**config.mk**
```make
export PLATFORM = sky130hd
export DESIGN_NAME = ifu_fetch
export DESIGN_NICKNAME = d
export VERILOG_FILES = /design/src/rtl/ifu_fetch_pkg.sv /design/src/rtl/ifu_fetch_npc_calc.sv /design/src/rtl/ifu_fetch.sv
export SDC_FILE = /design/constraint.sdc
export NUM_CORES = 1
export LEC_CHECK = 0
export ABC_CLOCK_PERIOD_IN_PS = 3900
export CAP_MARGIN = 0
export CORE_ASPECT_RATIO = 1.2
export CORE_MARGIN = 2
export CORE_UTILIZATION = 39
export CTS_CLUSTER_SIZE = 24
export DETAILED_ROUTE_END_ITERATION = 7
export HOLD_SLACK_MARGIN = 0.03
export PLACE_DENSITY_LB_ADDON = 0.3
export SYNTH_ARGS = -nofsm -noshare
export SYNTH_HDL_FRONTEND = slang
export SYNTH_SLANG_ARGS = --single-unit
```
**constraint.sdc**
```tcl
create_clock -name clk -period 3.9 [get_ports clk]
set_clock_uncertainty 0.2 [all_clocks]
set_input_delay 0.585 -clock clk [delete_from_list [all_inputs] [get_ports clk]]
set_output_delay 0.585 -clock clk [all_outputs]
set_load 0.1 [all_outputs]
```
**src/rtl/ifu_fetch_pkg.sv**
```systemverilog
// ifu_fetch_pkg: next-PC select encodings, fetch FSM states and default reset PC.
package ifu_fetch_pkg;
  localparam logic [1:0] NPC_PC4 = 2'b00;
  localparam logic [1:0] NPC_BR  = 2'b01;
  localparam logic [1:0] NPC_J   = 2'b10;
  localparam logic [1:0] NPC_JR  = 2'b11;
  localparam logic [31:0] DEF_RESET_PC = 32'h0000_3000;
  typedef enum logic [1:0] {S_FETCH = 2'd0, S_HOLD = 2'd1, S_ERR = 2'd2} state_t;
endpackage

```
**src/rtl/ifu_fetch_npc_calc.sv**
```systemverilog
// npc_calc: combinational next-PC selection from the resolved NPC op.
module npc_calc
  import ifu_fetch_pkg::*;
(
  input  logic [31:0] pc,
  input  logic [1:0]  npc_op,
  input  logic [15:0] imm16,
  input  logic [25:0] imm26,
  input  logic [31:0] ra_val,
  output logic [31:0] npc
);
  logic [31:0] seq;
  always_comb begin
    seq = pc + 32'd4;
    npc = npc_op == NPC_PC4 ? seq :
          npc_op == NPC_BR  ? seq + {{14{imm16[15]}}, imm16, 2'b00} :
          npc_op == NPC_J   ? {pc[31:28], imm26, 2'b00} : ra_val;
  end
endmodule

```
**src/rtl/ifu_fetch.sv**
```systemverilog
// ifu_fetch: PC register, req/ack fetch FSM and instruction latch for decode.
module ifu_fetch
  import ifu_fetch_pkg::*;
#(
  parameter logic [31:0] RESET_PC = DEF_RESET_PC
) (
  input  logic        clk,
  input  logic        reset,
  input  logic [1:0]  npc_op,
  input  logic [15:0] imm16,
  input  logic [25:0] imm26,
  input  logic [31:0] ra_val,
  input  logic        advance,
  output logic [31:0] instr,
  output logic        instr_valid,
  output logic [31:0] pc,
  output logic [31:0] pc4,
  output logic        im_req,
  output logic [31:0] im_addr,
  input  logic [31:0] im_rdata,
  input  logic        im_ack,
  output logic        fetch_err
);
  state_t state, state_nx;
  logic [31:0] npc;
  logic commit;
  npc_calc u_npc (
    .pc(pc),
    .npc_op(npc_op),
    .imm16(imm16),
    .imm26(imm26),
    .ra_val(ra_val),
    .npc(npc)
  );
  always_ff @(posedge clk)
    state <= reset ? S_FETCH : state_nx;
  always_comb begin
    commit = state == S_HOLD && advance;
    state_nx = state == S_FETCH && im_ack ? S_HOLD :
               commit ? (npc[1:0] == 2'b00 ? S_FETCH : S_ERR) : state;
    im_req = state == S_FETCH;
    instr_valid = state == S_HOLD;
    fetch_err = state == S_ERR;
    im_addr = pc;
    pc4 = pc + 32'd4;
  end
  // a misaligned target leaves pc at the trapping instruction
  always_ff @(posedge clk) begin
    if (reset) begin
      pc <= RESET_PC;
      instr <= '0;
    end else begin
      if (state == S_FETCH && im_ack) instr <= im_rdata;
      if (commit && npc[1:0] == 2'b00) pc <= npc;
    end
  end
endmodule

```
Yosys cells after proc, flatten, opt, wreduce, memory -nomap -nowiden
Index checks and enable logic that the tools add are counted.
Storage, ports and cells
  flip-flop bits (word level): 66
  input port bits: 112
  output and inout port bits: 131
  word-level logic and storage cells: 27
  ROM bits: 0
  memories: 0
  latch bits: 0
  RAM bits: 0
Operators by class
  reductions and logical operators: 9
  divide/modulo/power cells: 0
  add/subtract/negate cells: 2
  shift operators: 0
  equal/unequal tests: 5
  bitwise operators: 0
  multipliers: 0
  mux-type cells: 6
  order comparisons: 0
Operator list (count)
  $mux 32: 3
  $add 32x3->32 const B: 1
  $add 32x32->32: 1
  $logic_not 2->1: 3
  $eq 2x1->1 const B: 2
  $eq 2x2->1 const B: 2
  $logic_and 1x1->1: 3
  $ne 3x1->1 const B: 1
  $mux 1: 2
  $mux 2: 1
  $reduce_and 2->1: 1
  $reduce_bool 2->1: 1
  $reduce_or 2->1: 1

Longest topological paths before layout
Gate-level depths: netlist of run 1.
  word-level depth: 8
  depth in mapped cells: 18
  mapped depth without buffers: 16

Cells and area by module
A second synthesis of run 1 with hierarchy kept.
Unflattened totals
  cells, all modules: 744
  area, all modules: 5954.5 µm²
By module, submodules not included
  ifu_fetch: times used 1, cells each 396, area each 3086.7 µm²
  npc_calc: times used 1, cells each 348, area each 2867.8 µm²

Worst setup path before layout of run 1
No wires, ideal clock.
  path kind: reg2reg
  start: register pc[2] (netlist: im_addr[2])
  end: register pc[26] (netlist: im_addr[26])
  setup slack: -2.422 ns
  arrival time: 5.990 ns
  stages on the path, launching flop included: 17
  setup time: 0.132 ns
  clock period less this slack: 6.322 ns
  cell sequence: dfxtp_1 -> ha_1 -> nand3_1 -> nor2_1 -> nand4_1 -> xnor2_1 -> ha_1 -> clkbuf_2 -> and4_2 -> or2_2 -> o41ai_1 -> a21oi_1 -> a31oi_1 -> xnor2_1 -> mux4_2 -> nor2_1 -> nor3_1
On the way
  longest elaborated chain between the ends: 4
Ends and longest elaborated chain
  start: declaration: line ifu_fetch.sv:16  | output logic [31:0] pc,
  start signal: assignment: line ifu_fetch.sv:54  | if (commit && npc[1:0] == 2'b00) pc <= npc;
  $add 32x3->32
  net pc4[14]: line ifu_fetch.sv:17  | output logic [31:0] pc4,
  $add 32x32->32: line ifu_fetch_npc_calc.sv:16  | npc_op == NPC_BR ? seq + {{14{imm16[15]}}, imm16, 2'b00} :
  $mux 32: line ifu_fetch_npc_calc.sv:16
  $mux 32: line ifu_fetch_npc_calc.sv:15  | npc = npc_op == NPC_PC4 ? seq :
The timed path passes the listed nets, and every way through them passes these cells.
A chain may end at the register's enable or synchronous reset.

Worst setup path after layout of run 1
  start: register pc[2] (netlist: im_addr[2])
  end: register pc[18] (netlist: im_addr[18])
On the way
  longest elaborated chain between the ends: 4
Ends and longest elaborated chain
  $add 32x3->32 *: line ifu_fetch_npc_calc.sv:14  | seq = pc + 32'd4;
  $add 32x32->32: line ifu_fetch_npc_calc.sv:16
  $mux 32: line ifu_fetch_npc_calc.sv:16
  $mux 32 *: line ifu_fetch_npc_calc.sv:15
Every way passes the cells marked *; elsewhere a longest branch is shown, timed or not.

==> reports/metrics.cfg, run 1 <==
[run_status]
status = finished clean

[grt]
track_usage_pct = 26.86
grt_pass1_wl_um = 32170
grt_max_degree = 52
gr-total-overflow = 0
antenna_found_initial = 0
grt_pass1_vias = 6201

[floorplanning]
start_util_pct = 39.88
rows = 47
die_w_um = 112.3
ios = 243
die_h_um = 133.9
die-area_um2 = 15040
core-area_um2 = 13760

[critical_path]
worstPathRequired_ns = 3.92
cp_cell_sequence = and2_4 -> and4_1 -> buf_4 -> nand3_2 -> xnor2_4 -> ha_1 -> a21oi_2 -> o22ai_1 -> a211o_1 -> a211o_1 -> a21oi_2 -> xnor2_1 -> mux4_2 -> a22o_1
critPathLaunch = im_addr[2]
cp_max_fo = 6
critPathBufInv = 1
slowest_delay_ns = 0.44
critPathLaunchType = register
r2r-start = im_addr[2]
cp_top_family = compound AO/OA/AOI/OAI gates
end_kind = register
cp_slowest_cell = mux4_2
crit_arrival_ns = 3.75
critPathKind = register to register

[min_path]
hold_path_class = register to register
hold_path.startpoint = instr[14]

[synthesis]
synth_fp_nets = 837
synth_top_area_cell = dfxtp_1
synth_edf_count = 0
ys_types = 62
async_flop_share_pct = 0
seq_area_frac_synth_pct = 24.08
syn_inst = 688
ys_warn_count = 0
yosys.area.top_type_share_pct = 24.08
yosys_register_bits = 66
synth_area_um2 = 5488
synthTopCellsByArea = dfxtp_1 24%, ha_1 8.2%, mux4_2 8.2%
synth_area_per_cell_um2 = 7.976
synth_flop_cell = dfxtp_1

[timing]
tightest_slew_ns = 1.010
period_share_pct = 95.47
final-hold-violation-count = 0
fmax_mhz = 268.6
finalSetupViolations = 0
finalSetupTns_ns = 0
max_slew_margin_pct = 32.43
finalMaxSlewViolations = 0
fin_crit_ns = 3.723

[clocking]
postCtsHoldBufs = 0
insertion_delay_ns = 0.34
clk_pin_slew_ns = 0.06
htreeDepth = 3
cts_buffers = 9
cts_tree = done
cts_buffer_depth = 2
cts-root-buf = clkbuf_16
cts.sinks = 66

[drt]
vias = 6146
initialDrtViolationCount = 349
vias_per_cell = 5.557
drtPass1Iterations = 4
drt_wl_total_um = 20320
ant_nets = 0
drc = 0
wl_per_cell_um = 18.38

[cells_and_area]
post-route-util_pct = 67.40
diodes = 0
layout_commonest_cell = clkdlybuf4s50_1
finalNetCount = 1079
final_design_area_no_fill_um2 = 9275
drive_gt1_share_pct = 25.45
layout_common_cells = 208 x clkdlybuf4s50_1, 115 x nand2_1, 91 x buf_4
final_cells = 1106
area_growth_pct = 69.02

[pwr]
power_leakage_nw = 3.779
ir_worst_vdd_v = 0.0002984
powerDensity_nw_per_um2 = 295.4
total_power_w = 0.002740

[place]
dp_hpwl_um = 15730
dp_cells = 1086
portBuffers = 242
gp_congestion = 0.9491
dpl-instance-area_um2 = 8796

[flow_run]
maxCapViolCount = 0

-- path summary, 6_finish.rpt --
check	endpoint	slack, ns	depth (start not counted)
min reg2reg	instr[14]	0.25	2
max reg2reg	im_addr[18]	0.18	14
min	instr[14]	0.25	2
max	im_addr[18]	0.18	14
-- per-layer routing --
| layer | part of all wire (%) | routed length, um | GRT usage [%] |
|---|---|---|---|
| met1 | 39 | 7826 | 31.60 |
| met3 | 7.6 | 1539 | 5.739 |
| met5 | 0 | 0 | 0 |
| met4 | 2.9 | 592 | 10.77 |
| met2 | 51 | 10360 | 47.56 |
-- where the power goes --
group	leakage (nW)	switching, W	internal (W)
Clock	0.165	0.000339	0.000602
Combinational	3.06	0.000683	0.000380
Sequential	0.552	0.0000336	0.000702
-- cell families (layout without fill, tap and decap cells) --
kind of cell,after synthesis,in the layout,synth area share [%]
AOI/OAI and AO/OA,167,167,18.74
xor gates and xnor gates,54,54,8.618
adders and majority gates,37,37,8.573
buffers and inverters,88,335,9.553
DFF,66,66,24.08
muxes,29,29,9.872
and+or+nand+nor,247,247,20.57
-- repair_timing --
action,4_1_cts,5_1_grt
endpoints found under the setup margin,1,7
pin swaps,0,8
buffers inserted,0,4
resized for setup,1,22
-- Yosys cell counts, drive strengths merged (3+ instances only) --
library cell  instances
a211o                 5
a211oi                3
a21o                  9
a21oi                85
a221o                 3
a22o                  6
a31oi                 5
a32o                  4
and2                  4
and3                  7
and4                  4
buf                  37
clkbuf               36
dfxtp                66
ha                   36
inv                  15
mux2i                 8
mux4                 20
nand2               119
nand2b                7
nand3                22
nand4                13
nor2                 38
nor2b                 4
nor3                 16
nor4                  4
o211ai                3
o21ai                20
o21bai                3
o22ai                 8
or3                   3
xnor2                35
xor2                 19
-- area by class of cell --
cell class / count / area [um2]
Fill cell: 1143 / 4486
Inverter: 15 / 56.30
Sequential cell: 66 / 1384
Clock buffer: 11 / 254.0
Timing Repair Buffer: 304 / 2820
Clock inverter: 5 / 83.83
Multi-Input combinational cell: 534 / 4463
Tap cell: 171 / 214.0
-- metrics by stage --
step	hold slack [ns]	setup WS [ns]
5_1_grt	0.2646	-0.03811
4_1_cts	0.2537	0.03252
3_3_place_gp	0.2406	-0.1092
2_1_floorplan	0.3219	-0.5720
6_report	0.2527	0.1766
3_5_place_dp	0.2467	-0.1514
-- state kept, by name, indices dropped and copies added (netlist names) --
signal	cells
im_addr	32
instr	32
state	2
-- worst register-to-register path, delay by kind of cell, from the launching register on --
kind / cells / cell delay, ns
multiplexers: 1 / 0.44
adder cells (fa/ha/maj): 1 / 0.35
AO/OA/AOI/OAI: 6 / 1.23
XOR/XNOR: 2 / 0.27
flip-flops: 1 / 0.38
buffers and inverters: 1 / 0.19
AND/OR/NAND/NOR: 3 / 0.55
(Power assumes the default switching activity.)
==> run 2: changes to the inputs <==
- RECOVER_POWER: default -> 25
==> run 2 against run 1 <==
Net effect:
- wire length barely moved
- largest cell class unchanged
- global-route usage unchanged
- sequential share of layout area rose by 0.063 points
- via count about the same
==> reports/metrics.cfg, run 2 (same netlist as run 1, synthesis figures left out) <==
[critical_path]
worstPathRequired_ns = 3.92
crit_arrival_ns = 3.75
critPathKind = register to register
critPathLaunchType = register
r2r-start = im_addr[2]
end_kind = register
critPathLaunch = im_addr[2]
cp_max_fo = 6
rr_worst_depth = 14
crit_end = im_addr[18]
reg2reg_slack_ns = 0.17
r2r-end = im_addr[18]

[drt]
wl_per_cell_um = 18.37
drt_wl_total_um = 20320
vias = 6149
drc = 0
drtPass1Iterations = 4
initialDrtViolationCount = 368
ant_nets = 0
vias_per_cell = 5.560

[cells_and_area]
layout_commonest_cell = clkdlybuf4s50_1
diodes = 0
drive_gt1_share_pct = 24.28
post-route-util_pct = 67.12
final_cells = 1106
finalNetCount = 1079
layout_common_cells = 206 x clkdlybuf4s50_1, 115 x nand2_1, 82 x buf_4
area_growth_pct = 68.31
fillCellCount = 1147

[pwr]
powerDensity_nw_per_um2 = 296.4
ir_worst_vdd_v = 0.0002983
power_leakage_nw = 3.740

[timing]
finalMaxSlewViolations = 0
finalSetupTns_ns = 0
finalSetupViolations = 0
hold_ws_ns = 0.2526
max_slew_margin_pct = 17.47
fin_crit_ns = 3.726
final-hold-violation-count = 0
tightest_slew_ns = 1.243
period_share_pct = 95.53
fmax_mhz = 268.4

[flow_run]
maxCapViolCount = 0

[clocking]
cts_buffer_depth = 2
cts_tree = done
postCtsHoldBufs = 0
cts.sinks = 66
htreeDepth = 3
cts_buffers = 9
clk_pin_slew_ns = 0.06
cts-root-buf = clkbuf_16
insertion_delay_ns = 0.34

[grt]
track_usage_pct = 26.86
grt_pass1_wl_um = 32170
met2_usage_pct = 47.56
gr-max-usage-layer = met2
grt_max_degree = 52
antenna_found_initial = 0
use_met1_pct = 31.60
grtUsageMet3_pct = 5.739
grt_pass1_vias = 6201
gr-total-overflow = 0

[floorplanning]
die_h_um = 133.9
die-area_um2 = 15040
die_w_um = 112.3
rows = 47
start_util_pct = 39.88
core-area_um2 = 13760
ios = 243

[run_status]
status = finished clean

[min_path]
hold_path_class = register to register

[place]
gp_congestion = 0.9491
portBuffers = 242
dp_cells = 1086
dp_hpwl_um = 15730

==> run 2: cell count changes in the layout (fill, tap and decap cells not counted), sizes merged <==
cell,before,now
dlygate4sd3,0,2
clkdlybuf4s50,208,206
buf,96,87
clkbuf,11,20
==> run 2: worst max-delay path, stage by stage (launching register included) <==
cell	delay, ns
dfxtp_4	0.38
and2_4	0.16
and4_1	0.23
buf_4	0.20
nand3_2	0.15
xnor2_4	0.18
ha_1	0.35
a21oi_2	0.19
o22ai_1	0.13
a211o_1	0.31
a211o_1	0.27
a21oi_2	0.14
xnor2_1	0.09
mux4_2	0.44
a22o_1	0.19
==> run 2: worst min-delay path by stage <==
stage / slack, ns / cells after the start / startpoint / endpoint
floorplan: 0.32 / 2 / state[0] / state[0]
global placement: 0.24 / 2 / instr[29] / instr[29]
detailed placement: 0.25 / 2 / instr[14] / instr[14]
CTS: 0.25 / 2 / instr[14] / instr[14]
global route: 0.26 / 2 / instr[16] / instr[16]
finish: 0.25 / 2 / instr[14] / instr[14]
==> run 2: area by class of cell <==
cell class | instances | area [um2] | area share [%]
clock inverter | 5 | 83.83 | 0.9076
tap | 171 | 214.0 | 2.316
clock buffer | 11 | 254.0 | 2.750
inverter | 15 | 56.30 | 0.6096
timing repair buffer | 304 | 2786 | 30.17
multi-input combinational | 534 | 4458 | 48.27
sequential | 66 | 1384 | 14.98
==> run 2: per-layer routing <==
metal  vias up  routed length [um]  part of all wire, %
met4         0                 522                  2.6
met5         -                   0                    0
li1       2919                   -                    -
met2       247               10450                   51
met3        38                1534                  7.6
met1      2945                7810                   38
==> run 2: timing repair <==
item,4_1_cts,5_1_grt
gates cloned,0,0
endpoints found under the setup margin,1,7
pin swaps,0,8
setup buffers,0,4
resized for setup,1,22
==> run 2: power breakdown <==
| part | switching (W) | leakage, nW | total [W] | internal, W |
|---|---|---|---|---|
| logic | 0.000682 | 3.02 | 0.00106 | 0.000377 |
| clock network | 0.000341 | 0.165 | 0.000943 | 0.000602 |
| registers | 0.0000336 | 0.552 | 0.000735 | 0.000702 |
| total | 0.00106 | 3.74 | 0.00274 | 0.00168 |
==> run 2: through the flow <==
stage / area [um2] / total power [W] / worst slack [ns]
after detailed placement: 8796 / 0.001800 / -0.1514
after global routing: 9236 / 0.002847 / -0.03806
final: 9236 / 0.002738 / 0.1742
after global placement: 8796 / 0.001791 / -0.1092
after CTS: 9140 / 0.002746 / 0.03252
after floorplan: 6289 / 0.001493 / -0.5720
